<file path="src/rtl/data_cache.sv">
`default_nettype none
// ============================================================================
//  Module      : data_cache
//  Description : Direct-mapped, write-back, write-allocate data cache with a
//                request/ready handshake to backing memory.
//                Optional hit/miss counters when DCACHE_STATS_EN is defined.
//  Revision    : 1.0 - initial release
// ============================================================================
module data_cache #(
    parameter int ADDR_WIDTH = 32,
    parameter int DATA_WIDTH = 32,
    parameter int LINES      = 16
) (
    input  logic                  clk,
    input  logic                  reset,
    input  logic [ADDR_WIDTH-1:0] address,
    input  logic [DATA_WIDTH-1:0] data,
    input  logic                  dataRead,
    input  logic                  dataWrite,
    output logic [DATA_WIDTH-1:0] outData,
    output logic                  hit,
    output logic                  ready,
    output logic [ADDR_WIDTH-1:0] memAddress,
    output logic [DATA_WIDTH-1:0] memWriteData,
    output logic                  memRead,
    output logic                  memWrite,
    input  logic [DATA_WIDTH-1:0] memReadData,
    input  logic                  memReady
`ifdef DCACHE_STATS_EN
    ,
    output logic [31:0]           hitCount,
    output logic [31:0]           missCount
`endif
);

    localparam int c_INDEX_BITS = $clog2(LINES);
    localparam int c_TAG_BITS   = ADDR_WIDTH - c_INDEX_BITS;

    localparam logic [1:0] c_ST_IDLE      = 2'd0;
    localparam logic [1:0] c_ST_WRITEBACK = 2'd1;
    localparam logic [1:0] c_ST_REFILL    = 2'd2;

    logic [1:0]            r_state;
    logic [1:0]            w_next_state;

    logic [LINES-1:0]      r_valid;
    logic [LINES-1:0]      r_dirty;
    logic [c_TAG_BITS-1:0] r_tag  [LINES];
    logic [DATA_WIDTH-1:0] r_data [LINES];

    // Miss address is captured so a dropped request still completes its fill.
    logic [ADDR_WIDTH-1:0] r_miss_addr;

    logic                    w_req;
    logic [c_INDEX_BITS-1:0] w_index;
    logic [c_TAG_BITS-1:0]   w_tag;
    logic                    w_line_hit;
    logic [c_INDEX_BITS-1:0] w_miss_index;
    logic [c_TAG_BITS-1:0]   w_miss_tag;
    logic                    w_idle_req;
    logic                    w_store;
    logic                    w_miss_start;
    logic                    w_wb_done;
    logic                    w_fill;

    assign w_req        = dataRead | dataWrite;
    assign w_index      = address[c_INDEX_BITS-1:0];
    assign w_tag        = address[ADDR_WIDTH-1:c_INDEX_BITS];
    assign w_line_hit   = r_valid[w_index] && (r_tag[w_index] == w_tag);
    assign w_miss_index = r_miss_addr[c_INDEX_BITS-1:0];
    assign w_miss_tag   = r_miss_addr[ADDR_WIDTH-1:c_INDEX_BITS];

    assign w_idle_req   = (r_state == c_ST_IDLE) && w_req;
    assign w_store      = w_idle_req && w_line_hit && dataWrite;
    assign w_miss_start = w_idle_req && !w_line_hit;
    assign w_wb_done    = (r_state == c_ST_WRITEBACK) && memReady;
    assign w_fill       = (r_state == c_ST_REFILL) && memReady;

    always_ff @(posedge clk or posedge reset) begin
        if (reset) begin
            r_state     <= c_ST_IDLE;
            r_valid     <= '0;
            r_dirty     <= '0;
            r_miss_addr <= '0;
        end else begin
            r_state <= w_next_state;
            if (w_miss_start) begin
                r_miss_addr <= address;
            end
            if (w_store) begin
                r_dirty[w_index] <= 1'b1;
            end
            if (w_wb_done) begin
                r_dirty[w_miss_index] <= 1'b0;
            end
            if (w_fill) begin
                r_valid[w_miss_index] <= 1'b1;
                r_dirty[w_miss_index] <= 1'b0;
            end
        end
    end

    // Tag and data arrays need no reset; valid bits gate every use of them.
    always_ff @(posedge clk) begin
        if (w_store) begin
            r_data[w_index] <= data;
        end
        if (w_fill) begin
            r_data[w_miss_index] <= memReadData;
            r_tag[w_miss_index]  <= w_miss_tag;
        end
    end

    always_comb begin
        w_next_state = r_state;
        outData      = '0;
        hit          = 1'b0;
        ready        = 1'b0;
        memAddress   = '0;
        memWriteData = '0;
        memRead      = 1'b0;
        memWrite     = 1'b0;
        case (r_state)
            c_ST_IDLE: begin
                if (w_req) begin
                    if (w_line_hit) begin
                        hit   = 1'b1;
                        ready = 1'b1;
                        if (!dataWrite) begin
                            outData = r_data[w_index];
                        end
                    end else if (r_valid[w_index] && r_dirty[w_index]) begin
                        w_next_state = c_ST_WRITEBACK;
                    end else begin
                        w_next_state = c_ST_REFILL;
                    end
                end
            end
            c_ST_WRITEBACK: begin
                memWrite     = 1'b1;
                memAddress   = {r_tag[w_miss_index], w_miss_index};
                memWriteData = r_data[w_miss_index];
                if (memReady) begin
                    w_next_state = c_ST_REFILL;
                end
            end
            c_ST_REFILL: begin
                memRead    = 1'b1;
                memAddress = r_miss_addr;
                if (memReady) begin
                    w_next_state = c_ST_IDLE;
                end
            end
            default: begin
                w_next_state = c_ST_IDLE;
            end
        endcase
    end

`ifdef DCACHE_STATS_EN
    logic [31:0] r_hit_count;
    logic [31:0] r_miss_count;

    always_ff @(posedge clk or posedge reset) begin
        if (reset) begin
            r_hit_count  <= '0;
            r_miss_count <= '0;
        end else begin
            if (w_idle_req && w_line_hit) begin
                r_hit_count <= r_hit_count + 32'd1;
            end
            if (w_miss_start) begin
                r_miss_count <= r_miss_count + 32'd1;
            end
        end
    end

    assign hitCount  = r_hit_count;
    assign missCount = r_miss_count;
`endif

endmodule
`default_nettype wire

</file>
<file path="config.mk">
export PLATFORM = sky130hd
export DESIGN_NAME = data_cache
export DESIGN_NICKNAME = d
export VERILOG_FILES = /design/src/rtl/data_cache.sv
export SDC_FILE = /design/constraint.sdc
export NUM_CORES = 1
export LEC_CHECK = 0
export BUFFER_PORTS_ARGS = -buffer_cell sky130_fd_sc_hd__buf_2
export CORE_MARGIN = 3
export CORE_UTILIZATION = 54
export CTS_CLUSTER_SIZE = 14
export DETAILED_ROUTE_END_ITERATION = 6
export GPL_ROUTABILITY_DRIVEN = 0
export PLACE_DENSITY = 0.71
export SETUP_SLACK_MARGIN = 0.4
export SYNTH_ARGS = -nofsm -noshare
export SYNTH_HDL_FRONTEND = slang
export SYNTH_SLANG_ARGS = --single-unit
</file>
<file path="constraint.sdc">
create_clock -name clk -period 7.55 [get_ports clk]
set_input_delay 2.265 -clock clk [delete_from_list [all_inputs] [get_ports clk]]
set_output_delay 2.265 -clock clk [all_outputs]
set_load 0.005 [all_outputs]
</file>
==> summary.md <==
| Metric | Value |
|---|---|
| WL final | 138.2 mm |
| Initial Utilization | 54.68% |
| DP Wirelength | 79.90 mm |
| Slew margin rel. | 21.31% |
| Max Clock Skew | 0.02601 ns |
| Ys async rst share | 6.433% |
| Drt first pass iters | 6 |
| H-tree Lvls | 3 |
| Hold Fails Final Rpt | 0 |
| Root buf cell | clkbuf_16 |
| Status | complete, but fails checks |
| Critical path class | input port to output port |
| IO Count | 201 |
| Via density | 6.990 |
| Reg2Reg Depth | 14 |
| #FFs+latches synth | 1026 |
| Max cap viols | 0 |
| Max clock buf depth | 3 |
| DRC Markers | 0 |
| Area share of the largest cell type after synthesis | 59.38% |
| TritonCTS clock tree | built |
| R2r setup slk | 2.82 ns |
| Per-cell routed wire length | 33.93 µm |
| GRT met3 Usage | 5.650% |
| Failing checks | setup timing |
| Iter 0 DRT Violations | 3868 |
| Static leakage | 18.93 nW |
| EDFF count, synth | 960 |
| Vias post-DR | 28470 |
| Slowest-stage cell, CP | mux4_2 |
| Yosys Warn Count | 0 |
| Vias in the first global route | 29430 |
| GRT Util Overall | 29.82% |
| Worst skew pair latency | 0.69 ns |
| Worst Setup SP | address[0] |
| Total Power | 18.16 mW |
| Worst path cell trace | buf_12 > mux4_2 > a221o_1 > or4_1 > a21oi_1 > a32oi_1 > a21o_1 > nor4_4 > buf_6 > nand4b_1 > buf_6 > buf_12 > nor2b_1 > buf_2 |
| Seq/Total Area, Yosys | 62.78% |
| Crit end category | output port |
| Core area | 88780 µm² |
| Worst setup SP type | input port |
| GRT busiest layer | met2 |
| Yosys cell types | 60 |
| Peak supply drop | 0.3445 mV |
| Pin count of the biggest net entering global routing | 117 |
| FP Rows | 109 |
| Die X | 305.8 µm |
| Critical path required time | 5.29 ns |
| Synth Net Count | 2591 |
| Critical Path Sink | outData[12] |
| Die Span Y | 305.8 µm |
| Mapped Area | 48550 µm² |
| Top cell type by total area after synthesis | edfxtp_1 |
| Worst Path Max Fanout | 14 |
| Syn Area/Cell | 19.52 µm² |
| Post-Layout Cell Count | 4073 |
| Min cycle time layout | 7.731 ns |
| Die area | 93540 µm² |
| Reg2reg start | r_tag[10][21] |
| Crit path largest cell delay | 0.55 ns |
| Share of layout cells above drive strength 1 | 43.52% |
| Data arrival, critical path | 5.47 ns |
| Final setup viols | 30 |
| Clock slew at reported path FFs | 0.06 ns |
| Commonest non-fill, non-tap cell in the layout | edfxtp_1 |
| Met1 Usage GRT | 41.37% |
| GR Util met2 | 48.53% |
| Fin crit share | 102.4% |
| Fin nets | 2922 |
| Cells after DPL | 3852 |
| Detail Route Antenna Nets | 0 |
| Cts bufs inserted | 104 |
| Initial antenna violation count | 4 |
| FMAX | 129.4 MHz |
| Grt total ovfl | 0 |
| First-pass GRT wire length | 202.1 mm |
| PortBufs | 200 |
| Worst hold path class | flip-flop to flip-flop |
| Pins Over Slew Limit | 0 |
| Setup ws final | -0.1806 ns |
| Ranking of synthesized cells by area | edfxtp_1 (59%), mux4_2 (25%), dfrtp_1 (3.4%) |
| Mapped Cells | 2487 |
| Tightest Pin Transition | 1.180 ns |
| RSZ-0062 raised after global routing | yes |
| Hold path depth | 1 |
| Power Dens Cells | 322.3 nW/µm² |
| Most frequent cells in the layout | edfxtp_1 (960), mux4_2 (547), buf_2 (196) |
| Clock tree sinks | 1026 |
| Setup TNS Final | -4.100 ns |
| Crit Reg-Reg Endpoint | r_data[10][10] |
| Filler instances | 5929 |
| Final Util | 63.46% |
| Synth-to-Final Area Change | 16.06% |
| Hold_buf cts | 0 |
| Top FF cell, synth | edfxtp_1 |
[flip-flops by register name, summed over array words and instances (netlist names)]
name	count
r_data	512
r_tag	448
r_miss_addr	32
r_dirty	16
r_valid	16
r_state	2
[stage by stage]
step | setup slack [ns] | hold slack (ns) | instance area (µm²)
2_1_floorplan | 0.3966 | 0.4337 | 48580
3_3_place_gp | -0.6675 | 0.4489 | 52320
3_5_place_dp | -0.6650 | 0.4483 | 52320
4_1_cts | -0.1596 | 0.4627 | 56090
5_1_grt | -0.2800 | 0.4794 | 56340
6_report | -0.1806 | 0.4588 | 56340
[Yosys cell counts, drive strengths merged, types with 3 or more instances]
library cell and number:
edfxtp 960, mux4 547, nand2 141, buf 98
clkbuf 89, mux2i 88, nor2b 72, dfrtp 66
nor2 61, mux2 51, a22oi 43, and2 39
xnor2 29, a21oi 23, or2 18, a31oi 16
o21ai 12, inv 11, a41oi 10, xor2 9
a221oi 8, o22ai 8, nand4 7, nand3 6
nor3 6, a2111oi 5, nand2b 5, a32oi 4
nand3b 4, nor3b 4, nor4 4, a22o 3
and3 3, ha 3, o221ai 3, o2bb2ai 3
o32a 3, or4 3
[worst max-delay path: cells and delay by family]
family          cells  cell delay, ns
simple gates        4            0.92
buf+inv             5            0.84
compound gates      4            0.85
mux                 1            0.55
[power by group]
group	total (mW)	internal, mW	switching [mW]	leakage, nW
sequential	8.01	7.20	0.809	9.47
combinational	4.82	2.48	2.34	7.72
clock	5.33	3.10	2.23	1.74
[worst min path at each step]
stage / startpoint / end
5_1_grt: r_valid[0] / r_valid[0]
6_report: r_valid[0] / r_valid[0]
3_5_place_dp: r_valid[0] / r_valid[0]
4_1_cts: r_valid[0] / r_valid[0]
2_1_floorplan: r_valid[10] / r_valid[10]
3_3_place_gp: r_valid[14] / r_valid[14]
[what timing repair did]
item,in CTS,in global routing
buffers inserted,5,14
gates cloned,3,3
endpoints found under the setup margin,34,34
pin swaps,3,3
gates resized for setup,22,17
[routing by layer]
metal  routed length, µm  vias up
met5                  14        -
met4                4893        2
met3               13900      309
met2               68380     1863
met1               51010    15070
li1                    -    11230
[area by class of cell]
class	count	area [µm²]	share of cell area (%)
timing repair buffer	412	3274	5.812
clock buffer	130	2854	5.065
multi-input combinational	1261	17530	31.11
tap	1165	1458	2.587
antenna	1	2.502	0.004441
sequential	1026	30490	54.12
clock inverter	65	681.9	1.210
inverter	13	52.55	0.09327
[logic make-up (layout without fill, tap and decap cells)]
| family | count (synthesis) | in the layout | synth area share [%] |
|---|---|---|---|
| XOR/XNOR | 38 | 38 | 0.6856 |
| AND/OR/NAND/NOR | 376 | 376 | 3.861 |
| AO/OA/AOI/OAI | 158 | 158 | 2.351 |
| flip-flops | 1026 | 1026 | 62.78 |
| multiplexers | 686 | 686 | 28.37 |
| adder cells (fa/ha/maj) | 3 | 3 | 0.07733 |
| buffers and inverters | 200 | 620 | 1.869 |
| other | 0 | 1 | 0 |
No activity file was read; power rests on OpenSTA's default activity.
